==> src/rtl/core_pkg.sv <==
// Shared definitions for the 5-stage core hazard logic.
// Register address width, forwarding select codes and mul/div FSM states.
package core_pkg;

    localparam int REG_AW = 5;

    localparam logic [1:0] FWD_RF  = 2'b00;
    localparam logic [1:0] FWD_WB  = 2'b01;
    localparam logic [1:0] FWD_MEM = 2'b10;

    typedef enum logic [1:0] {
        MD_IDLE = 2'd0,
        MD_BUSY = 2'd1,
        MD_DONE = 2'd2
    } md_state_t;

endpackage

==> src/rtl/md_seq.sv <==
// Mul/div sequencer: holds an E-stage mul/div for MD_LATENCY stall cycles.
// Ports: clk, reset_n, md_start (in); md_stall, md_busy, md_done (out).
module md_seq
    import core_pkg::*;
#(
    parameter int MD_LATENCY = 32,
    parameter int CNT_W      = 8
) (
    input  logic clk,
    input  logic reset_n,
    input  logic md_start,
    output logic md_stall,
    output logic md_busy,
    output logic md_done
);

    if (MD_LATENCY < 2 || MD_LATENCY > 255 ||
        (2 ** CNT_W) <= MD_LATENCY) begin : g_bad_cfg
        $error("md_seq: illegal MD_LATENCY/CNT_W");
    end

    md_state_t        state;
    md_state_t        state_n;
    logic [CNT_W-1:0] cnt;
    logic [CNT_W-1:0] cnt_n;

    always_ff @(posedge clk or negedge reset_n) begin
        if (!reset_n) begin
            state <= MD_IDLE;
            cnt   <= '0;
        end else begin
            state <= state_n;
            cnt   <= cnt_n;
        end
    end

    // The detecting IDLE cycle already stalls, so BUSY runs
    // MD_LATENCY-1 cycles for a total of MD_LATENCY stalls.
    always_comb begin
        state_n  = state;
        cnt_n    = cnt;
        md_stall = 1'b0;
        md_done  = 1'b0;
        unique case (state)
            MD_IDLE: begin
                if (md_start) begin
                    md_stall = 1'b1;
                    state_n  = MD_BUSY;
                    cnt_n    = CNT_W'(MD_LATENCY - 1);
                end
            end
            MD_BUSY: begin
                md_stall = 1'b1;
                cnt_n    = cnt - CNT_W'(1);
                if (cnt == CNT_W'(1)) begin
                    state_n = MD_DONE;
                end
            end
            MD_DONE: begin
                md_done = 1'b1;
                state_n = MD_IDLE;
            end
            default: begin
                state_n = MD_IDLE;
            end
        endcase
    end

    assign md_busy = (state != MD_IDLE);

endmodule

==> src/rtl/hazard_ctrl.sv <==
// Hazard controller: forwarding selects, load-use/branch/mul-div stall+flush.
// Ports: D/E/M/W regs and hazard flags in; forward_*, stall_*, flush_*,
// md_busy, md_done out. `HAZARD_PERF_EN adds stall_cnt/flush_cnt/md_op_cnt.
module hazard_ctrl #(
    parameter int REG_AW     = core_pkg::REG_AW,
    parameter int MD_LATENCY = 32,
    parameter int CNT_W      = 8
) (
    input  logic              clk,
    input  logic              reset_n,
    input  logic [REG_AW-1:0] rs1_d,
    input  logic [REG_AW-1:0] rs2_d,
    input  logic [REG_AW-1:0] rs1_e,
    input  logic [REG_AW-1:0] rs2_e,
    input  logic [REG_AW-1:0] rd_e,
    input  logic [REG_AW-1:0] rd_m,
    input  logic [REG_AW-1:0] rd_w,
    input  logic              load_e,
    input  logic              regwrite_m,
    input  logic              regwrite_w,
    input  logic              pcsrc_e,
    input  logic              md_start_e,
    output logic [1:0]        forward_ae,
    output logic [1:0]        forward_be,
    output logic              stall_f,
    output logic              stall_d,
    output logic              stall_e,
    output logic              flush_d,
    output logic              flush_e,
    output logic              flush_m,
    output logic              md_busy,
    output logic              md_done
`ifdef HAZARD_PERF_EN
   ,output logic [31:0]       stall_cnt,
    output logic [31:0]       flush_cnt,
    output logic [31:0]       md_op_cnt
`endif
);

    import core_pkg::*;

    logic m_hit_a;
    logic m_hit_b;
    logic w_hit_a;
    logic w_hit_b;
    logic lw_stall;
    logic md_stall;

    assign m_hit_a = regwrite_m && (rd_m != '0) && (rd_m == rs1_e);
    assign m_hit_b = regwrite_m && (rd_m != '0) && (rd_m == rs2_e);
    assign w_hit_a = regwrite_w && (rd_w != '0) && (rd_w == rs1_e);
    assign w_hit_b = regwrite_w && (rd_w != '0) && (rd_w == rs2_e);

    // M is the younger producer, so it wins over W.
    always_comb begin
        forward_ae = FWD_RF;
        if (m_hit_a) begin
            forward_ae = FWD_MEM;
        end else if (w_hit_a) begin
            forward_ae = FWD_WB;
        end
    end

    always_comb begin
        forward_be = FWD_RF;
        if (m_hit_b) begin
            forward_be = FWD_MEM;
        end else if (w_hit_b) begin
            forward_be = FWD_WB;
        end
    end

    assign lw_stall = load_e && (rd_e != '0) &&
                      ((rd_e == rs1_d) || (rd_e == rs2_d));

    md_seq #(
        .MD_LATENCY (MD_LATENCY),
        .CNT_W      (CNT_W)
    ) u_md_seq (
        .clk      (clk),
        .reset_n  (reset_n),
        .md_start (md_start_e),
        .md_stall (md_stall),
        .md_busy  (md_busy),
        .md_done  (md_done)
    );

    // E must hold an in-flight mul/div, so md_stall masks the
    // load-use bubble into E.
    assign stall_f = lw_stall | md_stall;
    assign stall_d = lw_stall | md_stall;
    assign stall_e = md_stall;
    assign flush_d = pcsrc_e;
    assign flush_e = pcsrc_e | (lw_stall & ~md_stall);
    assign flush_m = md_stall;

`ifdef HAZARD_PERF_EN
    always_ff @(posedge clk or negedge reset_n) begin
        if (!reset_n) begin
            stall_cnt <= '0;
            flush_cnt <= '0;
            md_op_cnt <= '0;
        end else begin
            if (stall_f) begin
                stall_cnt <= stall_cnt + 32'd1;
            end
            if (flush_d | flush_e | flush_m) begin
                flush_cnt <= flush_cnt + 32'd1;
            end
            if (md_done) begin
                md_op_cnt <= md_op_cnt + 32'd1;
            end
        end
    end
`endif

endmodule

==> config.mk <==
export PLATFORM = sky130hd
export DESIGN_NAME = hazard_ctrl
export DESIGN_NICKNAME = d
export VERILOG_FILES = /design/src/rtl/core_pkg.sv /design/src/rtl/md_seq.sv /design/src/rtl/hazard_ctrl.sv
export SDC_FILE = /design/constraint.sdc
export NUM_CORES = 1
export LEC_CHECK = 0
export CORE_MARGIN = 2
export CORE_UTILIZATION = 40
export CTS_BUF_LIST = sky130_fd_sc_hd__clkbuf_8
export CTS_CLUSTER_DIAMETER = 40
export CTS_CLUSTER_SIZE = 8
export DETAILED_ROUTE_END_ITERATION = 16
export GPL_TIMING_DRIVEN = 1
export PLACE_DENSITY = 0.83
export RECOVER_POWER = 50
export SETUP_SLACK_MARGIN = 0.15
export SLEW_MARGIN = 10
export SYNTH_ARGS = -nofsm -noshare
export SYNTH_HDL_FRONTEND = slang
export SYNTH_HIERARCHICAL = 1
export SYNTH_SLANG_ARGS = --single-unit
==> constraint.sdc <==
create_clock -name clk -period 2.4 [get_ports clk]
set_clock_uncertainty 0.05 [all_clocks]
set_input_delay 0.6 -clock clk [delete_from_list [all_inputs] [get_ports clk]]
set_output_delay 0.6 -clock clk [all_outputs]
set_load 0.05 [all_outputs]
# [Yosys cells after proc, flatten, opt, wreduce, memory -nomap -nowiden]
# Cells that the tools add are included.
# Widths: inputs -> output; s select.
[classes] n_reduce_logical=17 add_sub_neg=1 eq_ne=11 n_mux=12 n_bitwise=4
[ops] op="$eq 5x5->1" count=6
[ops] op="$pmux 8 s2" count=1
[ops] op="$reduce_bool 5->1" count=3
[ops] op="$eq 8x1->1 const B" count=1
[ops] op="$logic_and 1x1->1" count=8
[ops] op="$mux 2" count=4
[ops] op="$mux 8" count=1
[ops] op="$sub 8x1->8 const B" count=1
[ops] op="$mux 1" count=4
[ops] op="$pmux 2 s2" count=1
[ops] op="$reduce_and 2->1" count=2
[ops] op="$reduce_bool 2->1" count=2
[ops] op="$eq 2x1->1 const B" count=1
[ops] op="$eq 2x2->1 const B" count=1
[ops] op="$logic_not 2->1" count=1
[ops] op="$ne 2x1->1 const B" count=1
[ops] op="$ne 2x2->1 const B" count=1
[ops] op="$or 1x1->1" count=2
[ops] op="$pmux 1 s2" count=1
[ops] op="$and 1x1->1" count=1
[ops] op="$logic_or 1x1->1" count=1
[ops] op="$not 1->1" count=1
[word_totals] inputBits=42 regBits=10 elab_cells=47 output_inout_bits=12

# [Longest topological paths before layout]
# Gate-level depths: netlist (run 1).
[depth] depth_word=5 mapped_depth=5 mapped_depth_nobuf=5

# [Modules after synthesis]
# Netlist (run 1), hierarchy kept.
[by_module_without_submodules] mod="md_seq" instances=1 seq_area_each_um2=250.2 cells_per_inst=48 area_each_um2=513.0
[by_module_without_submodules] mod="hazard_ctrl" instances=1 seq_area_each_um2=0.0 cells_per_inst=57 area_each_um2=451.7

# [Worst setup path before layout (run 1)]
# Ideal clock, no wire load.
[synth_path] kind="input -> output" from="in md_start_e" to="out flush_e" path_slack_ps=-970 required_time_ps=1750 path_stages=4 arrival_time_ps=2720 path_buffers=1 path_cell_list="or3b_2 > clkbuf_1 > nand2_1 > o31ai_1"
[synth_between] elab_chain_cells=5
[synth_rtl] item="from (decl)" line_no="hazard_ctrl.sv:22" source="input logic md_start_e,"
[synth_rtl] item="$mux 1" line_no="md_seq.sv:46" source="if (md_start) begin"
[synth_rtl] item="$pmux 1 s2" line_no="md_seq.sv:44" source="unique case (state)"
[synth_rtl] item="net flush_m" line_no="hazard_ctrl.sv:30" source="output logic flush_m,"
[synth_rtl] item="$not 1->1" line_no="hazard_ctrl.sv:94" source="assign flush_e = pcsrc_e | (lw_stall & ~md_stall);"
[synth_rtl] item="$and 1x1->1" line_no="hazard_ctrl.sv:94"
[synth_rtl] item="$or 1x1->1" line_no="hazard_ctrl.sv:94"
[synth_rtl] item="to (decl)" line_no="hazard_ctrl.sv:29" source="output logic flush_e,"
# The timed path passes the listed nets, and every way through them passes these cells.

# [Final worst setup path (run 1)]
[layout_path] from="in rd_m[1]" to="out forward_ae[0]"
[layout_between] elab_chain_cells=4 word_cells_on_any_way=5 cone_classes="eq/ne (1); mux (1); reduce/logical (3)"
[layout_rtl] item="from (decl)" line_no="hazard_ctrl.sv:16" source="input logic [REG_AW-1:0] rd_m,"
[layout_rtl] item="$reduce_bool 5->1" line_no="hazard_ctrl.sv:49" source="assign m_hit_a = regwrite_m && (rd_m != '0) && (rd_m == rs1_e);"
[layout_rtl] item="$logic_and 1x1->1" line_no="hazard_ctrl.sv:49"
[layout_rtl] item="$logic_and 1x1->1 (*)" line_no="hazard_ctrl.sv:49"
[layout_rtl] item="$mux 2 (*)" line_no="hazard_ctrl.sv:57" source="if (m_hit_a) begin"
[layout_rtl] item="to (decl)" line_no="hazard_ctrl.sv:23" source="output logic [1:0] forward_ae,"
# Every way passes the cells marked *; elsewhere a longest branch is shown, timed or not.

==> results of run 1 <==
==> synthesized netlist by cell type, types with 2 or more instances <==
cell type and count:
or3_1 2, xnor2_1 6, nand2_1 4, nor2_1 3
or4_1 4, nor4_1 4, dfrtp_1 10, ha_1 2
nor4_2 2, or4_4 2, inv_1 5, mux2i_1 3
nor3_1 3, buf_4 5, nand3_1 5, xor2_1 24
o21ai_0 5
==> timing repair <==
action / in CTS / in global routing
gates resized for setup: 92 / 54
setup buffers: 2 / 1
pin swaps: 24 / 18
setup endpoints to repair: 10 / 9
==> layout make-up <==
cell class | instances | share of cell area, %
repair buffers | 73 | 36.72
inverters | 5 | 0.9836
well taps | 28 | 1.836
clock buffers | 4 | 2.885
flip-flops and latches | 10 | 13.11
multi-input cells | 84 | 44.46
==> per-stage QoR <==
stage          instances  util [%]
3_5_place_dp         197     78.63
2_1_floorplan        105         -
6_report             204     84.63
3_3_place_gp         197     78.63
4_1_cts              203     83.35
5_1_grt              204     84.63
==> where the power goes <==
part	switching [uW]	internal (uW)	total (uW)	leakage, uW
logic	413	346	759	0.000687
registers	88.6	241	330	0.000121
clock network	65.1	144	209	0.0000288
==> flip-flops by register name (all words and copies together), names as in the netlist <==
name and count:
u_md_seq/cnt 8, u_md_seq/state 2
==> path summary, 6_finish.rpt <==
path,end
max,forward_ae[0]
min,u_md_seq/cnt[6]
max reg2reg,u_md_seq/cnt[7]
min reg2reg,u_md_seq/cnt[6]
max in group asynchronous,u_md_seq/cnt[3]
min in group asynchronous,u_md_seq/state[1]
==> critical path: cells and delay by family <==
kind | cells | cell delay, ps
compound gates | 1 | 190
buf+inv | 3 | 410
simple gates | 3 | 770
==> kinds of logic (layout without fill, tap and decap cells) <==
logic type | after synthesis | in the layout
DFF | 10 | 10
xor gates and xnor gates | 30 | 30
and+or+nand+nor | 37 | 37
adders and majority gates | 2 | 2
muxes | 4 | 4
AOI/OAI and AO/OA | 11 | 11
buffers and inverters | 11 | 82
==> routing by layer <==
metal / track usage [%] / share of wire (%) / vias up
met2: 51.25 / 55 / 60
met4: 8.547 / 2.8 / 0
met5: 0 / 0 / -
li1: - / - / 509
met1: 29.20 / 34 / 538
met3: 5.650 / 8.0 / 14
==> flow_results.org, run 1 <==
** Setup path
- In this run the critical register-to-register path is launched from u_md_seq/cnt[2].
- Chain of cells forming the critical path :: buf_8 -> or4_4 -> o21ai_4 -> buf_6 -> nor4_4 -> nor4_4 -> buf_12
- Cell with the largest stage delay on the worst path :: or4_4
- Cells on worst reg2reg path :: 3
- STA classifies the critical path endpoint as a primary output.
- Critical path startpoint category :: primary input
- By startpoint and endpoint, the worst setup path is classified as in -> out.
- Tracing the worst setup path back leads to its startpoint at rd_m[1].
- Largest fanout on the critical path :: 3
- Slack of the worst reg-to-reg path :: 750 ps
- Data arrival at the endpoint of the critical path :: 1970 ps
- Cell repeated most along the worst path :: nor4_4
- The largest single stage delay on the critical path is 540 ps.
- WP data required :: 1750 ps

** Floorplan
- The core region is 2255 um2.
- In this run the count of I/O pins placed on the die edge is 54.
- Row Count :: 17
- Vertical extent of the die :: 53.11 um
- The floorplan step defined a die boundary enclosing 2821 um2.
- Effective utilization at floorplan :: 42.79%
- Width of the chip :: 53.11 um

** Global routing
- Summed over all layers, the global routing overflow is 0.
- The number of global-route vias before repair was 1197.
- Entering global routing, the biggest net connects 11 pins.
- Initial antenna violation count :: 0
- Wire length of the first global-routing pass :: 5.478 mm
- Across every metal layer, demand over resource in global routing totals 26.93%.

** Layout
- Post-layout nets :: 221
- The number of antenna diodes in the final layout is 0.
- Relative to the synthesized area, the layout overhead comes to 97.80%.
- Share of final-layout standard cells stronger than drive strength 1 :: 50.57%
- Most frequent standard cell in the layout excluding fill and tap cells :: xor2_1
- The layout has 126 filler cells.
- Register cell area after layout :: 250.2 um2
- Summing all non-filler instances in the final layout gives an area of 1908 um2.
- Highest-count cells in the layout ignoring fill and taps :: xor2_1, buf_4, clkbuf_2, dfrtp_1
- Summing all multi-input logic gate instances after layout gives 848.3 um2.

** Timing
- For the pin with the worst max-slew slack, the measured transition is 488.9 ps.
- Tcrit/Tclk final :: 109.1%
- Final-report hold violation count :: 0
- Setup repair after global routing could not meet its margin everywhere.
- The routed design could run at a clock period as short as 2619 ps.
- Setup violations remaining at the end of the flow were counted as 5.
- Final slew viol count :: 0
- Peak Freq :: 381.8 MHz
- In the final timing run, aggregate negative setup slack is -574.4 ps.
- Across all setup checks in the final design, the least slack found is -219.4 ps.
- Hold is met by 450.9 ps.
- Slew headroom :: 67.54%

** Logic synthesis
- Post-Synthesis Cell Area :: 964.7 um2
- For this run, the leading register cell type out of synthesis is dfrtp_1.
- Synth Area in Simple Gates :: 26.72%
- After synthesis, the largest area contributor takes up 25.94% of total cell area.
- Share of flip-flops with an asynchronous set or reset :: 100.0%
- Synthesized-area fraction occupied by ao, oa, aoi and oai cells :: 7.004%
- Synthesis inferred 10 register bits.
- After synthesis, the cell types taking the most area are dfrtp_1, xor2_1, xnor2_1.
- Of all cell types, the one taking the most synthesized area is dfrtp_1.
- After synthesis, the largest family of logic cells by area is XOR/XNOR gates.
- For this run, the number of Yosys warnings is 6.
- After synthesis, the netlist uses 33 different library cells.
- Adder and majority gate portion of the synthesized area :: 2.594%
- Xor and xnor area share after synthesis :: 27.24%
- Sequential cells were found to cover 25.94% of the synthesized design area.
- Number of enable flip-flop cells after synthesis :: 0
- Of the post-synthesis cell area, the part taken by muxes is 4.280%.
- Post-synthesis cell count :: 105
- Averaged over all synthesized cells, the footprint is 9.187 um2.
- The number of nets in the synthesized netlist is 149.

** Drt
- Final wirelength :: 3.754 mm
- Number of design-rule violations left by the first detailed-router iteration :: 24
- The first detailed-routing pass took 4 iterations.
- In the routed design, unresolved DRC markers number 0.
- Antenna Nets Post-Route :: 0
- Dividing the detail-routed wire length by the instance count gives 18.40 um.
- Via Count :: 1121
- In the routed layout, each cell is associated on average with a via count of 5.495.

** Place
- HPWL reported at the end of detailed placement :: 2.655 mm
- Summing all placed instances gives a cell area of 1773 um2.
- During placement, the flow inserted port buffers numbering 53.
- Worst slack after detailed placement :: -592.5 ps
- Routability-driven placement finished with a final weighted congestion of 0.8464.

** Clocking
- The number of hold buffers added after CTS was 0.
- CTS tree :: built
- Number of sinks handled by clock tree synthesis :: 10
- In this run the deepest clock path goes through 2 buffers.
- Number of buffers inserted during clock tree synthesis :: 3
- Clock-pin slew was measured on the worst setup and hold paths at 50 ps.
- Clock tree root driver cell :: clkbuf_8
- At the later pin of the worst-skew pair, clock insertion delay measures 230 ps.
- Total number of H-tree levels :: 1

** Min path
- Worst hold-check path type :: reg -> reg
- The worst hold path begins at u_md_seq/cnt[6].
- Number of cells on the worst hold path :: 1

** Power and ir drop
- In this run the power density over the cells is 680.4 nW/um2.
- Overall power consumption :: 1298 uW
- VDD sags by at most 0.7247 mV.
- For this design the static power due to leakage is 0.0008370 uW.

** Run
- Max-cap violations in this run came to 0.

** Status
- Status :: complete, but fails checks
- Violations in the final reports :: setup timing
(Power assumes the default switching activity.)
==> run 2: changes to the inputs <==
--- a/config.mk
+++ b/config.mk
@@ -5,14 +5,16 @@
 export SDC_FILE = /design/constraint.sdc
 export NUM_CORES = 1
 export LEC_CHECK = 0
+export CELL_PAD_IN_SITES_DETAIL_PLACEMENT = 1
+export CELL_PAD_IN_SITES_GLOBAL_PLACEMENT = 2
 export CORE_MARGIN = 2
-export CORE_UTILIZATION = 40
+export CORE_UTILIZATION = 21
 export CTS_BUF_LIST = sky130_fd_sc_hd__clkbuf_8
 export CTS_CLUSTER_DIAMETER = 40
 export CTS_CLUSTER_SIZE = 8
 export DETAILED_ROUTE_END_ITERATION = 16
 export GPL_TIMING_DRIVEN = 1
-export PLACE_DENSITY = 0.83
+export PLACE_DENSITY_LB_ADDON = 0.1
 export RECOVER_POWER = 50
 export SETUP_SLACK_MARGIN = 0.15
 export SLEW_MARGIN = 10
==> run 2 against run 1 <==
Compared with the run above:
- the flow still finishes with violations (setup timing)
- non-clock buffer count shrank 3
- sequential power shrank 2%
- worst hold slack lost 6.7 ps
- wire length shrank 8.5%
- sequential share of layout area grew 0.078 points
- design area shrank 0.59%
- utilization shrank 41 points
- clock-buffer cell count shrank 1
- combinational power shrank 2.6%
- critical endpoint is now forward_be[0]
- largest power group unchanged
==> flow_results.org, run 2 (synthesis gave the netlist of run 1 again) <==
** Global routing
- Overall routing resource usage :: 14.04%
- Met1 Track Usage GR :: 18.59%
- The global routing stage identified its most utilized layer as met2.
- Global routing met3 resource utilization :: 2.250%
- For met2 alone, demand over resource in global routing was 23.77%.
- The number of global-route vias before repair was 1098.
- The initial antenna violation count came to 0.
- Global-route congestion overflow total :: 0
- Largest net degree at the start of global routing :: 11
- The first global-routing pass estimated 5.747 mm of wire.

** Timing
- Final critical delay including setup and external delays :: 2575 ps
- Final setup violation count :: 4
- Setup repair after global routing missed its margin :: true
- At the pin with the least slew margin, the transition time is 490.3 ps.
- Final-report hold violation count :: 0
- Measured against its own limit, the worst slew margin works out to 67.44%.
- Setup slack on the critical path of the routed design comes to -175.4 ps.
- The final critical path takes up 107.3% of the cycle.
- Fin Hold WS :: 444.3 ps
- Setup TNS :: -473.2 ps
- Final slew viol count :: 0
- Peak Freq :: 388.3 MHz

** Power and ir drop
- Overall power consumption :: 1242 uW
- For this design the static power due to leakage is 0.0008043 uW.
- Across the VDD grid, the largest voltage drop is 0.4928 mV.
- Power per standard cell area :: 654.8 nW/um2

** Clocking
- The root buffer cell chosen for the clock tree is clkbuf_8.
- For this design, the sink count on the clock tree is 10.
- Worst-skew pair later-pin latency :: 240 ps
- Number of buffers inserted during clock tree synthesis :: 3
- In this run the number of H-tree levels came out at 1.
- CTS clock-pin slew for the worst setup and hold paths :: 50 ps
- Hold bufs inserted after CTS :: 0
- CTS tree :: built
- Counting along the longest clock path gives a buffer depth of 2.

** Layout
- Leading registers by flop count :: u_md_seq/cnt: 8 flops, u_md_seq/state: 2 flops
- The library cell used most frequently in the layout, excluding fill and tap cells, is xor2_1.
- Post-layout nets :: 218
- Counting flops per register, the top entry is u_md_seq/cnt.
- Ant. Diodes :: 0
- Relative area change from synthesis to final layout :: 96.63%
- The register with the most flip-flops in the layout has 8 of them.
- Share of final-layout standard cells stronger than drive strength 1 :: 44.77%
- Cells fill 43.26% of the core in the end.
- Highest-count cells in the layout ignoring fill and taps :: xor2_1, buf_4, dlygate4sd2_1, dfrtp_1, buf_12

** Min path
- Worst hold-check path type :: reg -> reg

** Drt
- The first detailed-routing pass took 2 iterations.
- Number of design-rule violations left by the first detailed-router iteration :: 16
- Final wirelength :: 3.435 mm
- Routed vias/inst :: 4.536
- Across all layers, the routed design uses 1016 vias.
- After detailed routing, the average wire length per cell comes to 15.33 um.
- Antenna Nets Post-Route :: 0
- Count of unresolved DRC violations after routing :: 0

** Setup path
- WP data required :: 1750 ps
- For this run, the slowest stage of the critical path takes 550 ps.
- On the critical path, the stage with the largest delay is an instance of or4_4.
- Chain of cells forming the critical path :: buf_8 -> or4_4 -> o21ai_4 -> or4_4 -> nor4_4 -> buf_12
- Of all nets on the critical path, the largest fanout is 3.
- Setup CP Type :: in -> out
- Data arrival at the endpoint of the critical path :: 1930 ps
- The cell that appears most often on the critical path is or4_4.
- The worst setup path is launched from a primary input.
- The worst setup path is captured at a primary output.

** Place
- The wire-length estimate of the detail-placed layout is 2.751 mm.
- Timing analysis after detailed placement gives a worst setup slack of -583.6 ps.
- The count of buffers added on input and output ports is 53.
- At the end of routability-driven placement, the weighted congestion stood at 0.8195.

** Status
- Violations in the final reports :: setup timing
- The run finished, with violations left.

** Floorplan
- Vertical extent of the die :: 71.78 um
- Effective utilization at floorplan :: 22.00%
- Width of the chip :: 71.78 um
- The core region is 4384 um2.
- Row Count :: 24
- The die covers 5152 um2.
- Num ports :: 54

** Run
- Max-cap violations in this run came to 0.
-- run 2: cell types whose count changed in the layout (fill, tap and decap cells not counted), moves of 2 or more --
cell and change:
clkbuf_2 -4, dlygate4sd2_1 +3, xnor2_1 +3, xnor2_2 -3
buf_2 -2
-- run 2: cell type report --
cell class,instances,area (um2)
multi-input cells,84,818.3
well taps,52,65.06
flip-flops and latches,10,250.2
inverters,5,18.77
clock buffers,3,41.29
fillers,486,2487
repair buffers,70,703.2
-- run 2: layer usage --
metal  vias to the layer above  wire length (um)  share of wire, %
met2                        28              1736                51
met3                         3               144               4.2
met1                       486              1520                44
met4                         0                33              0.96
met5                         -                 0                 0
li1                        499                 -                 -
-- run 2: where the power goes --
group | leakage (uW) | switching (uW) | internal (uW)
combinational | 0.000662 | 391 | 348
sequential | 0.000121 | 80.4 | 242
clock | 0.0000216 | 71.2 | 110
-- run 2: stage by stage --
step	cells	instance area, um2
global route	224	1897
finish	224	1897
CTS	224	1886
global placement	219	1788
detailed placement	219	1788
floorplan	105	1062
-- run 2: final timing paths --
| path | from | endpoint | slack (ps) | cells past startpoint |
|---|---|---|---|---|
| max reg2reg | u_md_seq/cnt[2] | u_md_seq/cnt[5] | 800 | 3 |
| max | rd_w[4] | forward_be[0] | -180 | 6 |
| min reg2reg | u_md_seq/cnt[6] | u_md_seq/cnt[6] | 440 | 1 |
| min | u_md_seq/cnt[6] | u_md_seq/cnt[6] | 440 | 1 |
| min in group asynchronous | reset_n | u_md_seq/cnt[5] | 700 | 1 |
| max in group asynchronous | reset_n | u_md_seq/cnt[0] | 1280 | 1 |
-- run 2: what timing repair did --
action / 4_1_cts / 5_1_grt
pin swaps: 27 / 14
gates cloned: 0 / 0
gates resized for setup: 93 / 42
setup endpoints to repair: 10 / 9
setup buffers: 2 / 0
-- run 2: worst max-delay path: cells and delay by family --
kind / cells / cell delay (ps)
AND/OR/NAND/NOR: 3 / 1010
buffers and inverters: 2 / 260
AO/OA/AOI/OAI: 1 / 50
==> run 3: changes to the inputs <==
--- a/config.mk
+++ b/config.mk
@@ -14,7 +14,8 @@
 export CTS_CLUSTER_SIZE = 8
 export DETAILED_ROUTE_END_ITERATION = 16
 export GPL_TIMING_DRIVEN = 1
-export PLACE_DENSITY_LB_ADDON = 0.1
+export HOLD_SLACK_MARGIN = 0.1
+export PLACE_DENSITY = 0.82
 export RECOVER_POWER = 50
 export SETUP_SLACK_MARGIN = 0.15
 export SLEW_MARGIN = 10
==> run 3 against run 2 <==
Compared with the run above:
- the run still ends with setup timing left
- combinational power rose by 0.5%
- register-to-register slack got worse by 60 ps
- flip-flop and latch count did not move
- via count rose by 3.6%
- sequential share of layout area fell by 0.32 points
- final cell count rose by 2.2%
- wire length fell by 0.79%
- worst setup slack got worse by 33 ps
- largest cell class unchanged
- highest routed layer unchanged
==> flow_results.org, run 3 (synthesis gave the netlist of run 1 again) <==
** Clocking
- TritonCTS built the clock tree.
- The later pin in the worst-skew pair is clocked with a latency of 230 ps.
- Counting every sink on the clock net gives 10.
- The clock passes through at most 2 buffers.
- Number of buffers inserted during clock tree synthesis :: 3
- Clock-pin slew was measured on the worst setup and hold paths at 50 ps.
- Hold bufs inserted after CTS :: 0
- Total number of H-tree levels :: 1
- Clock tree root driver cell :: clkbuf_8

** Global routing
- The number of global-route vias before repair was 1174.
- Global routing used 13.43% of the available tracks across all layers.
- Global routing consumed, on the met3 layer, 2.391% of the routing resources.
- The first global-routing pass estimated 5.513 mm of wire.
- Global routing used 25.41% of the available met2 tracks.
- Largest net degree at the start of global routing :: 11
- Peak-usage layer in the global routing report :: met2
- Initial antenna violation count :: 0
- Met1 Track Usage GR :: 15.09%
- For this run the aggregate overflow at the end of global routing stands at 0.

** Power and ir drop
- Power per standard cell area :: 657.9 nW/um2
- Per report_power, the sequential group accounts for 25.6% of the total.
- Combinational logic burns 58.0% of the power.
- Internal power component :: 733.5 uW
- For this design the static power due to leakage is 0.0008337 uW.
- Overall power consumption :: 1279 uW
- VDD IR max :: 0.4265 mV
- The clock network burns 16.4% of the power.
- Switching component of the power :: 545.7 uW
- In this run switching power makes up 42.66% of total power.

** Timing
- Worst-Margin Slew :: 489.5 ps
- Final-report hold violation count :: 0
- Based on the critical path, the design can be clocked at up to 383.3 MHz.
- On the final layout, the worst hold slack is 468.2 ps.
- Setup repair after global routing missed its margin :: true
- The worst pin sits at a relative slew slack of 67.50%.
- After layout, the minimum clock period comes to 2609 ps.
- In the post-route analysis, the smallest setup slack over all paths is -208.6 ps.
- Final setup violation count :: 4
- Tcrit/Tclk final :: 108.7%
- Final slew viol count :: 0

** Layout
- More flip-flops sit in one register than any other, and that register is u_md_seq/cnt.
- Compared with the post-synthesis result, the final layout area differs by 101.6%.
- Post-layout nets :: 222
- Ant. Diodes :: 0
- The register with the most flip-flops in the layout has 8 of them.
- Share of final-layout standard cells stronger than drive strength 1 :: 45.76%
- Area used by multi-input combinational logic :: 824.5 um2
- For this run, the number of standard cells in the final layout without fillers is 229.
- Layout filler cell count :: 486
- Register cell area after layout :: 250.2 um2
- Leaving out fill and tap cells, the most frequent cell in the layout is xor2_1.
- For this run, the share of the core covered by cells in the final layout is 44.35%.
- The library cells used most frequently in the layout, excluding fill and tap cells, are xor2_1, buf_4, dlygate4sd2_1, dfrtp_1, buf_6.
- The largest registers in the layout are u_md_seq/cnt: 8 flops, u_md_seq/state: 2 flops.

** Drt
- Number of design-rule violations left by the first detailed-router iteration :: 16
- The pre-antenna-repair detailed-routing pass consisted of 3 iterations.
- The count of nets left with antenna violations once routing finished came out at 0.
- Final wirelength :: 3.408 mm
- Wire per inst :: 14.88 um
- Dividing the detail-routed via count by the number of cells gives 4.598.
- Count of unresolved DRC violations after routing :: 0
- Summing over every cut layer, the via total after detailed routing is 1053.

** Floorplan
- From left edge to right edge, the die measures 71.78 um.
- The floorplan step defined a core boundary enclosing 4384 um2.
- Vertical extent of the die :: 71.78 um
- Row Count :: 24
- Effective utilization at floorplan :: 22.00%
- Num ports :: 54
- The die covers 5152 um2.

** Place
- During placement, the flow inserted port buffers numbering 53.
- HPWL reported at the end of detailed placement :: 2.908 mm
- Worst slack after detailed placement :: -592.5 ps
- Cell count after placement :: 220
- Placer congestion estimate :: 0.8724

** Setup path
- Largest fanout on the critical path :: 2
- The number of cells on the worst reg-to-reg path is 3.
- The critical path starts at rs2_e[1].
- RR Endpoint :: u_md_seq/state[0]
- Critical path capture point type :: primary output
- In this run the register-to-register setup slack is 740 ps.
- The startpoint identified for the worst register-to-register timing path is u_md_seq/cnt[3].
- The most critical setup path has its endpoint at forward_be[0].
- For the worst setup path, the data arrival time is 1960 ps.
- STA classifies the critical path startpoint as a primary input.
- WP data required :: 1750 ps
- The critical path in this run is classified as in -> out.

** Min path
- Worst hold-check path type :: reg -> reg

** Status
- Violations in the final reports :: setup timing
- The flow ran to the end, but the final reports show violations.

** Run
- The tool flagged a number of max-cap violations equal to 0.
run 3: changes by cell type in the layout (fill, tap and decap cells not counted), sizes merged:
cell / before / now
buf: 40 / 43
clkbuf: 11 / 13
run 3: power by group through the flow:
stage | Combinational [uW] | Sequential, uW | Clock, uW
floorplan | 468 | 301 | 0
global placement | 704 | 316 | 0
detailed placement | 726 | 331 | 0
CTS | 747 | 328 | 218
global route | 796 | 343 | 229
finish | 743 | 327 | 209
run 3: routing by layer:
| metal | up-vias | share of wire, % |
|---|---|---|
| met5 | - | 0 |
| met4 | 0 | 0.67 |
| met3 | 2 | 5.8 |
| met2 | 33 | 53 |
| met1 | 506 | 40 |
| li1 | 512 | - |
run 3: repair_timing:
action / in CTS / in global routing
endpoints found under the setup margin: 10 / 8
setup buffers: 2 / 3
endpoints found under the hold margin: 0 / 0
gates resized for setup: 90 / 45
pin swaps: 21 / 10
run 3: how the worst min path moves through the flow:
stage	startpoint	endpoint	slack, ps	cells past startpoint
floorplan	reset_n	u_md_seq/cnt[0]	250	0
global placement	u_md_seq/cnt[6]	u_md_seq/cnt[6]	420	1
detailed placement	u_md_seq/cnt[7]	u_md_seq/cnt[7]	460	1
CTS	u_md_seq/cnt[7]	u_md_seq/cnt[7]	470	1
global route	u_md_seq/cnt[7]	u_md_seq/cnt[7]	480	1
finish	u_md_seq/cnt[7]	u_md_seq/cnt[7]	470	1
run 3: metrics by stage:
step	instance area [um2]	setup TNS, ps
2_1_floorplan	1062	-411.7
3_3_place_gp	1795	-3626
3_5_place_dp	1795	-3776
4_1_cts	1911	-937.7
5_1_grt	1944	-788.6
6_report	1944	-533.4
run 3: critical path, cell delays in order:
cell and delay (ps):
clkdlybuf4s15_1 230, xor2_1 180, or4_4 430, nor4_4 340
buf_12 180
run 3: final cells by class:
cell class	instances	share of cell area, %
repair buffers	74	37.58
inverters	5	0.9653
multi-input cells	84	42.41
well taps	52	3.346
clock buffers	4	2.831
flip-flops and latches	10	12.87
